## config.mk

```make
export PLATFORM = sky130hd
export DESIGN_NAME = instruction_fetch
export DESIGN_NICKNAME = d
export VERILOG_FILES = /design/src/rtl/fetch_pkg.sv /design/src/rtl/fetch_pc_reg.sv /design/src/rtl/instruction_fetch.sv
export SDC_FILE = /design/constraint.sdc
export NUM_CORES = 1
export LEC_CHECK = 0
export BUFFER_PORTS_ARGS = -buffer_cell sky130_fd_sc_hd__buf_2
export CAP_MARGIN = 10
export CORE_MARGIN = 10
export CORE_UTILIZATION = 52
export CTS_BUF_LIST = sky130_fd_sc_hd__clkbuf_8
export CTS_CLUSTER_SIZE = 10
export DETAILED_ROUTE_END_ITERATION = 16
export GPL_TIMING_DRIVEN = 0
export MAX_ROUTING_LAYER = met4
export PLACE_DENSITY_LB_ADDON = 0.2
export SYNTH_ARGS = -nofsm -noshare
export SYNTH_HDL_FRONTEND = slang
export SYNTH_SLANG_ARGS = --single-unit
```

## constraint.sdc

```tcl
create_clock -name clk -period 2 [get_ports clk]
set_clock_uncertainty 0.1 [all_clocks]
set_input_delay 0.4 -clock clk [delete_from_list [all_inputs] [get_ports clk]]
set_output_delay 0.4 -clock clk [all_outputs]
set_load 0.01 [all_outputs]
```

## src/rtl/fetch_pkg.sv

```systemverilog
// Shared types for the fetch stage: default widths, fetch FSM states and the
// {instr, pc} packet handed from fetch to decode.
package fetch_pkg;

  localparam int             ADDR_W_DEF      = 8;
  localparam int             INSTR_W_DEF     = 8;
  localparam int             CNT_W_DEF       = 16;
  localparam logic [7:0]     RESET_PC_DEF    = 8'h00;
  localparam logic [7:0]     HALT_OPCODE_DEF = 8'hFF;

  typedef enum logic [1:0] {
    RUN    = 2'd0,
    STALL  = 2'd1,
    HALTED = 2'd2
  } fetch_state_t;

  typedef struct packed {
    logic [INSTR_W_DEF-1:0] instr;
    logic [ADDR_W_DEF-1:0]  pc;
  } fetch_pkt_t;

endpackage

```

## src/rtl/fetch_pc_reg.sv

```systemverilog
// Program counter register: async reset to RESET_PC, redirect load has priority
// over the modulo-2^ADDR_W increment.
module fetch_pc_reg
  import fetch_pkg::*;
#(
  parameter int                ADDR_W   = ADDR_W_DEF,
  parameter logic [ADDR_W-1:0] RESET_PC = RESET_PC_DEF
) (
  input  logic              clk,
  input  logic              rst_n,
  input  logic              redirect,
  input  logic [ADDR_W-1:0] redirect_pc,
  input  logic              inc,
  output logic [ADDR_W-1:0] pc
);

  always_ff @(posedge clk or negedge rst_n) begin
    if (!rst_n) begin
      pc <= RESET_PC;
    end else if (redirect) begin
      pc <= redirect_pc;
    end else if (inc) begin
      pc <= pc + ADDR_W'(1);
    end
  end

endmodule

```

## src/rtl/instruction_fetch.sv

```systemverilog
// Fetch stage: drives instruction_address from the PC, registers the returned
// word with a valid/ready handshake to decode. Halt-opcode stop: FETCH_HALT_DETECT_EN.
module instruction_fetch
  import fetch_pkg::*;
#(
  parameter int                 ADDR_W      = ADDR_W_DEF,
  parameter int                 INSTR_W     = INSTR_W_DEF,
  parameter logic [ADDR_W-1:0]  RESET_PC    = RESET_PC_DEF,
  parameter logic [INSTR_W-1:0] HALT_OPCODE = HALT_OPCODE_DEF,
  parameter int                 CNT_W       = CNT_W_DEF
) (
  input  logic               clk,
  input  logic               rst_n,
  input  logic               fetch_en,
  input  logic               redirect_valid,
  input  logic [ADDR_W-1:0]  redirect_pc,
  output logic [ADDR_W-1:0]  instruction_address,
  input  logic [INSTR_W-1:0] instruction_data,
  output logic               if_valid,
  output logic [INSTR_W-1:0] if_instr,
  output logic [ADDR_W-1:0]  if_pc,
  input  logic               id_ready,
  output logic               halted,
  output logic [CNT_W-1:0]   fetch_count
);

  fetch_state_t      state;
  logic [ADDR_W-1:0] pc_q;
  logic              accept;
  logic              load;
  logic              halt_hit;
  logic              pc_inc;

  assign accept = if_valid && id_ready;
  assign load   = fetch_en && (state != HALTED) && (!if_valid || id_ready);

`ifdef FETCH_HALT_DETECT_EN
  assign halt_hit = load && (instruction_data == HALT_OPCODE);
  assign halted   = (state == HALTED);
`else
  logic unused_halt_opcode;
  assign unused_halt_opcode = ^HALT_OPCODE;
  assign halt_hit = 1'b0;
  assign halted   = 1'b0;
`endif

  // A captured halt word leaves the PC parked on the halt address.
  assign pc_inc              = load && !halt_hit && !redirect_valid;
  assign instruction_address = pc_q;

  fetch_pc_reg #(
    .ADDR_W   (ADDR_W),
    .RESET_PC (RESET_PC)
  ) u_pc_reg (
    .clk         (clk),
    .rst_n       (rst_n),
    .redirect    (redirect_valid),
    .redirect_pc (redirect_pc),
    .inc         (pc_inc),
    .pc          (pc_q)
  );

  always_ff @(posedge clk or negedge rst_n) begin
    if (!rst_n) begin
      if_valid <= 1'b0;
      if_instr <= '0;
      if_pc    <= '0;
      state    <= RUN;
    end else if (redirect_valid) begin
      if_valid <= 1'b0;
      state    <= RUN;
    end else if (load) begin
      if_instr <= instruction_data;
      if_pc    <= pc_q;
      if_valid <= 1'b1;
      state    <= halt_hit ? HALTED : RUN;
    end else begin
      if (accept) begin
        if_valid <= 1'b0;
      end
      if (state == HALTED) begin
        state <= HALTED;
      end else if (if_valid && !id_ready) begin
        state <= STALL;
      end else begin
        state <= RUN;
      end
    end
  end

  // Handshakes are counted even when a redirect flushes in the same cycle.
  always_ff @(posedge clk or negedge rst_n) begin
    if (!rst_n) begin
      fetch_count <= '0;
    end else if (accept) begin
      fetch_count <= fetch_count + CNT_W'(1);
    end
  end

endmodule

```

Word level (Yosys, flattened, before mapping)
Cells that the tools add are included.

Add/sub/neg operators: 2. Multiply operators: 0. Div/mod/pow operators: 0. $lt $le $gt $ge: 0. Equal/unequal tests: 2. Shift operators: 0. Muxes and demuxes: 9. Bitwise logic cells: 1. Reductions and logical operators: 12.

Operators with widths (number): 16-bit by 1-bit adder with 16-bit output, second input constant (1); 8-bit two-way mux (2); 8-bit by 1-bit adder with 8-bit output, second input constant (1); 2-bit two-way mux (3); 1-bit logical AND (5); 1-bit two-way mux (4); 1-bit logical NOT (3); 3-bit nonzero test (1); 2-bit == test, second input constant (1); 2-bit != test, second input constant (1); 2-bit AND reduction (1); 2-bit nonzero test (1); 1-bit logical OR (1); 1-bit NOT (1).

Flip-flop bits (word level): 43. Latch bits: 0. RAM bits: 0. ROM bits: 0. Input port bits: 21. Memories: 0.

Depth between registers and ports, before layout
Word-level depth: 6. Depth in mapped cells: 5.

Modules after synthesis
A second synthesis with hierarchy kept.

Cells, all modules: 158. Area total of the unflattened synthesis: 1926.8 sq um.

By module, submodules not included: instruction_fetch (times used 1, cells an instance 109, area each 1476.4 sq um, seq. area each 875.8 sq um); fetch_pc_reg (times used 1, cells an instance 49, area each 450.4 sq um, seq. area each 200.2 sq um).

Least setup slack after synthesis
Ideal clock, no wire load.

Path kind: register to register. Start point: register if_valid. End point: register if_instr[0]. Library setup time: 0.125 ns. Data arrival time: 1.368 ns. Required time: 1.775 ns. Path slack: 0.408 ns. Cell stages (with the launch flop): 6. Path buffers: 1. Period minus slack after synthesis: 1.592 ns. Cells stage by stage: dfrtp_1 -> nand2b_2 -> nand3_4 -> nor2_4 -> buf_4 -> mux2_2.

Cells in the longest elaborated chain, start to end: 4.

RTL lines: start: declaration (RTL line instruction_fetch.sv:19) `output logic if_valid,`; start signal: assignment (RTL line instruction_fetch.sv:65) `if_valid <= 1'b0;`; start signal: assignment (RTL line instruction_fetch.sv:70) `if_valid <= 1'b0;`; start signal: assignment (RTL line instruction_fetch.sv:75) `if_valid <= 1'b1;`; 1-bit logical NOT (RTL line instruction_fetch.sv:35) `assign load = fetch_en && (state != HALTED) && (!if_valid || id_ready);`; 1-bit logical OR (RTL line instruction_fetch.sv:35); 1-bit logical AND (RTL line instruction_fetch.sv:35); 2-bit AND reduction (no source line); end signal: assignment (RTL line instruction_fetch.sv:73) `if_instr <= instruction_data;`; end: declaration (RTL line instruction_fetch.sv:20) `output logic [INSTR_W-1:0] if_instr,`.

Every way passes these cells. A chain may end at the register's enable or synchronous reset.

Final worst setup path
Start point: register state[0]. End point: register if_instr[3].

Cells in the longest elaborated chain, start to end: 4.

RTL lines: start: declaration (RTL line instruction_fetch.sv:27) `fetch_state_t state;`; start signal: assignment (RTL line instruction_fetch.sv:76) `state <= halt_hit ? HALTED : RUN;`; 2-bit != test (RTL line instruction_fetch.sv:35); 1-bit logical AND (2 in series) (RTL line instruction_fetch.sv:35); 2-bit AND reduction (no source line).

Every way passes these cells.

==> impl_metrics.env <==
export IMPL_run_status="finished, final reports clean"
export IMPL_p_comb_share_pct=20.6
export IMPL_endpoint_kind="flop"
export IMPL_period_share_pct=86.8
export IMPL_cts_tree="done"
export IMPL_relSlewSlack_pct=38.7
export IMPL_final_common_cell="buf_2"
export IMPL_dieArea_mm2=0.00640
export IMPL_nFillCells=279
export IMPL_hold_violations=0
export IMPL_grt_pass1_vias=1465
export IMPL_setup_viol=0
export IMPL_worst_r2r_cell_count=5
export IMPL_cts_buffers=5
export IMPL_gr_total_overflow=0
export IMPL_ff2ff_setup_slack_ns=0.26
export IMPL_intPower_uw=1600
export IMPL_clkPwrFrac_pct=29.6
export IMPL_clock_fmax_mhz=576
export IMPL_critPathLaunchType="flop"
export IMPL_yosysTopAreaCellShare_pct=57.5
export IMPL_ant_nets=0
export IMPL_rsz0062_at_grt="false"
export IMPL_drt_wl_total_um=4210
export IMPL_path_buf_inv=1
export IMPL_worstPathCellList="nand2b_1, nand3_4, nor2_4, buf_4, mux2_2"
export IMPL_critPathTopFamily="simple AND/OR/NAND/NOR gates"
export IMPL_num_io_pins=63
export IMPL_path_clk_slew_ns=0.09
export IMPL_insertion_delay_ns=0.30
export IMPL_antenna_cells=0
export IMPL_area_growth_pct=25.4
export IMPL_ys_types=30
export IMPL_post_dp_cell_area_mm2=0.00223
export IMPL_drv_cap=0
export IMPL_yosysSeqAreaShare_pct=57.5
export IMPL_seqPwrFrac_pct=49.7
export IMPL_p_per_area_mw_per_mm2=957
export IMPL_hpwl_um=3220
export IMPL_ys_ff_latch=43
export IMPL_worstPathMaxFanout=10
export IMPL_drv_slew=0
export IMPL_synth_fp_nets=180
export IMPL_vdd_drop_max_uv=611
export IMPL_leakage_uw=0.00113
export IMPL_drc=0
export IMPL_synth_edf_count=0
export IMPL_setup_tns_ns=0
export IMPL_synthCells=157
export IMPL_rr_endpoint="if_instr[3]$_DFFE_PN0P_"
export IMPL_cp_arrival_ns=1.82
export IMPL_core_mm2=0.00342
export IMPL_drive_gt1_share_pct=40.3
export IMPL_period_needed_ns=1.74
export IMPL_cts_sinks=43
export IMPL_slowest_delay_ns=0.35
export IMPL_cts_buffer_depth=2
export IMPL_h_tree_depth=2
export IMPL_regArea_mm2=0.00108
export IMPL_clk_root_buffer_cell="clkbuf_8"
export IMPL_ctsResizeCount=0
export IMPL_synth_async_sr_flop_share_pct=100
export IMPL_rows=21
export IMPL_synth_main_ff_cell="dfrtp_1"
export IMPL_p_sw_uw=643
export IMPL_grt_max_degree=44
export IMPL_wl_per_cell_um=15.5
export IMPL_critPathKind="flop to flop"
export IMPL_synth_largest_area_cell="dfrtp_1"
export IMPL_r2r_start="state[0]$_DFF_PN0_"
export IMPL_design_area_mm2=0.00235
export IMPL_yosys_warnings=0
export IMPL_dr_total_vias=1394
export IMPL_start_util_pct=54.8
export IMPL_antenna_found_initial=0
export IMPL_final_cell_mix="buf_2 (61), dfrtp_1 (43), xnor2_1 (17), mux2_2 (17), nand2_1 (16)"
export IMPL_tightest_slew_ns=0.920
export IMPL_grt_pass1_wl_um=6930
export IMPL_viasPerCell=5.13
export IMPL_cts_hold_buf=0
export IMPL_first_iter_violations=84
export IMPL_track_usage_pct=14.0
export IMPL_syn_avg_cell_area_um2=11.9
export IMPL_syn_area_mm2=0.00187
export IMPL_multi_input_area_um2=757
export IMPL_place_congestion=0.827
export IMPL_io_buffers=61
export IMPL_fin_nets=248
export IMPL_swShare_pct=28.7
export IMPL_cts_setup_buffers=0
export IMPL_die_h_um=80.0
export IMPL_die_w_um=80.0
export IMPL_worstPathRequired_ns=2.08
export IMPL_hp_class="primary input to async pin"
export IMPL_ys_top_cells_by_area="dfrtp_1 (58%), mux2_2 (10%), xnor2_1 (8.0%), nand4_1 (3.3%), nand2_1 (3.2%)"
export IMPL_dr_pass1_iters=4
export IMPL_crit_slowest_cell="dfrtp_1"
-- power by group through the flow --
stage | logic (uW) | registers, uW | clock network [uW]
floorplan | 188 | 1190 | 0
global route | 512 | 1140 | 717
CTS | 475 | 1120 | 683
detailed placement | 473 | 1130 | 0
global placement | 461 | 1120 | 0
finish | 463 | 1120 | 666
-- cell families (layout without fill, tap and decap cells) --
group,count (synthesis),after routing,synth area share (%)
buffers and inverters,8,77,2.01
AOI/OAI and AO/OA,10,10,3.14
muxes,18,18,10.8
other,1,1,0.200
adders and majority gates,2,2,1.34
xor gates and xnor gates,20,20,9.36
and+or+nand+nor,55,55,15.7
DFF,43,43,57.5
-- Yosys cell counts (2+ instances only) --
library cell and number:
o21ai_0 5, xor2_1 3, clkbuf_1 2, nand4_1 10, dfrtp_1 43, mux2_2 17
xnor2_1 17, ha_1 2, nand3_1 7, nor2_1 8, nand2_1 16, buf_4 2
nor2b_1 2, inv_1 4, nor3_1 4
-- worst reg2reg max path: cells and delay by family (launching register included) --
| kind | cells | cell delay, ns |
|---|---|---|
| mux | 1 | 0.35 |
| flops | 1 | 0.35 |
| buf+inv | 1 | 0.23 |
| simple gates | 3 | 0.60 |
-- worst max path at each step --
stage,startpoint,endpoint,slack [ns],cells past startpoint
finish,state[0]$_DFF_PN0_,if_instr[3]$_DFFE_PN0P_,0.26,5
global route,state[0]$_DFF_PN0_,if_pc[6]$_DFFE_PN0P_,0.19,5
CTS,state[0]$_DFF_PN0_,if_instr[3]$_DFFE_PN0P_,0.27,5
detailed placement,id_ready,if_instr[0]$_DFFE_PN0P_,0.16,6
global placement,id_ready,if_instr[1]$_DFFE_PN0P_,0.20,6
floorplan,if_valid$_DFFE_PN0P_,if_instr[0]$_DFFE_PN0P_,0.41,5
-- per-layer routing --
metal | wire [um] | track usage [%] | vias to the layer above
li1 | - | - | 678
met1 | 1830 | 15.8 | 667
met2 | 1990 | 21.7 | 45
met3 | 334 | 5.29 | 4
met4 | 54 | 6.16 | 0
met5 | 0 | - | -
-- registers in the layout (all words and copies together) (netlist names) --
| register | cells |
|---|---|
| fetch_count | 16 |
| if_instr | 8 |
| if_pc | 8 |
| u_pc_reg.pc | 8 |
| state | 2 |
| if_valid | 1 |
-- through the flow --
stage / power, uW / setup WS, ns / hold WS, ns / cells / utilization (%)
6_report: 2240 / 0.264 / 0.136 / 272 / 68.7
4_1_cts: 2280 / 0.266 / 0.165 / 272 / 68.7
5_1_grt: 2370 / 0.187 / 0.209 / 272 / 68.7
3_3_place_gp: 1580 / 0.205 / 0.355 / 264 / 65.4
3_5_place_dp: 1610 / 0.159 / 0.361 / 264 / 65.4
2_1_floorplan: 1370 / 0.408 / 0.00441 / 157 / -
-- layout make-up --
class / instances / area share (%)
clock buffers: 5 / 2.93
multi-input cells: 106 / 32.3
plain buffers: 4 / 0.960
clock inverters: 3 / 1.87
flip-flops and latches: 43 / 45.9
repair buffers: 61 / 13.0
inverters: 4 / 0.640
well taps: 46 / 2.45
(Power assumes the default switching activity.)
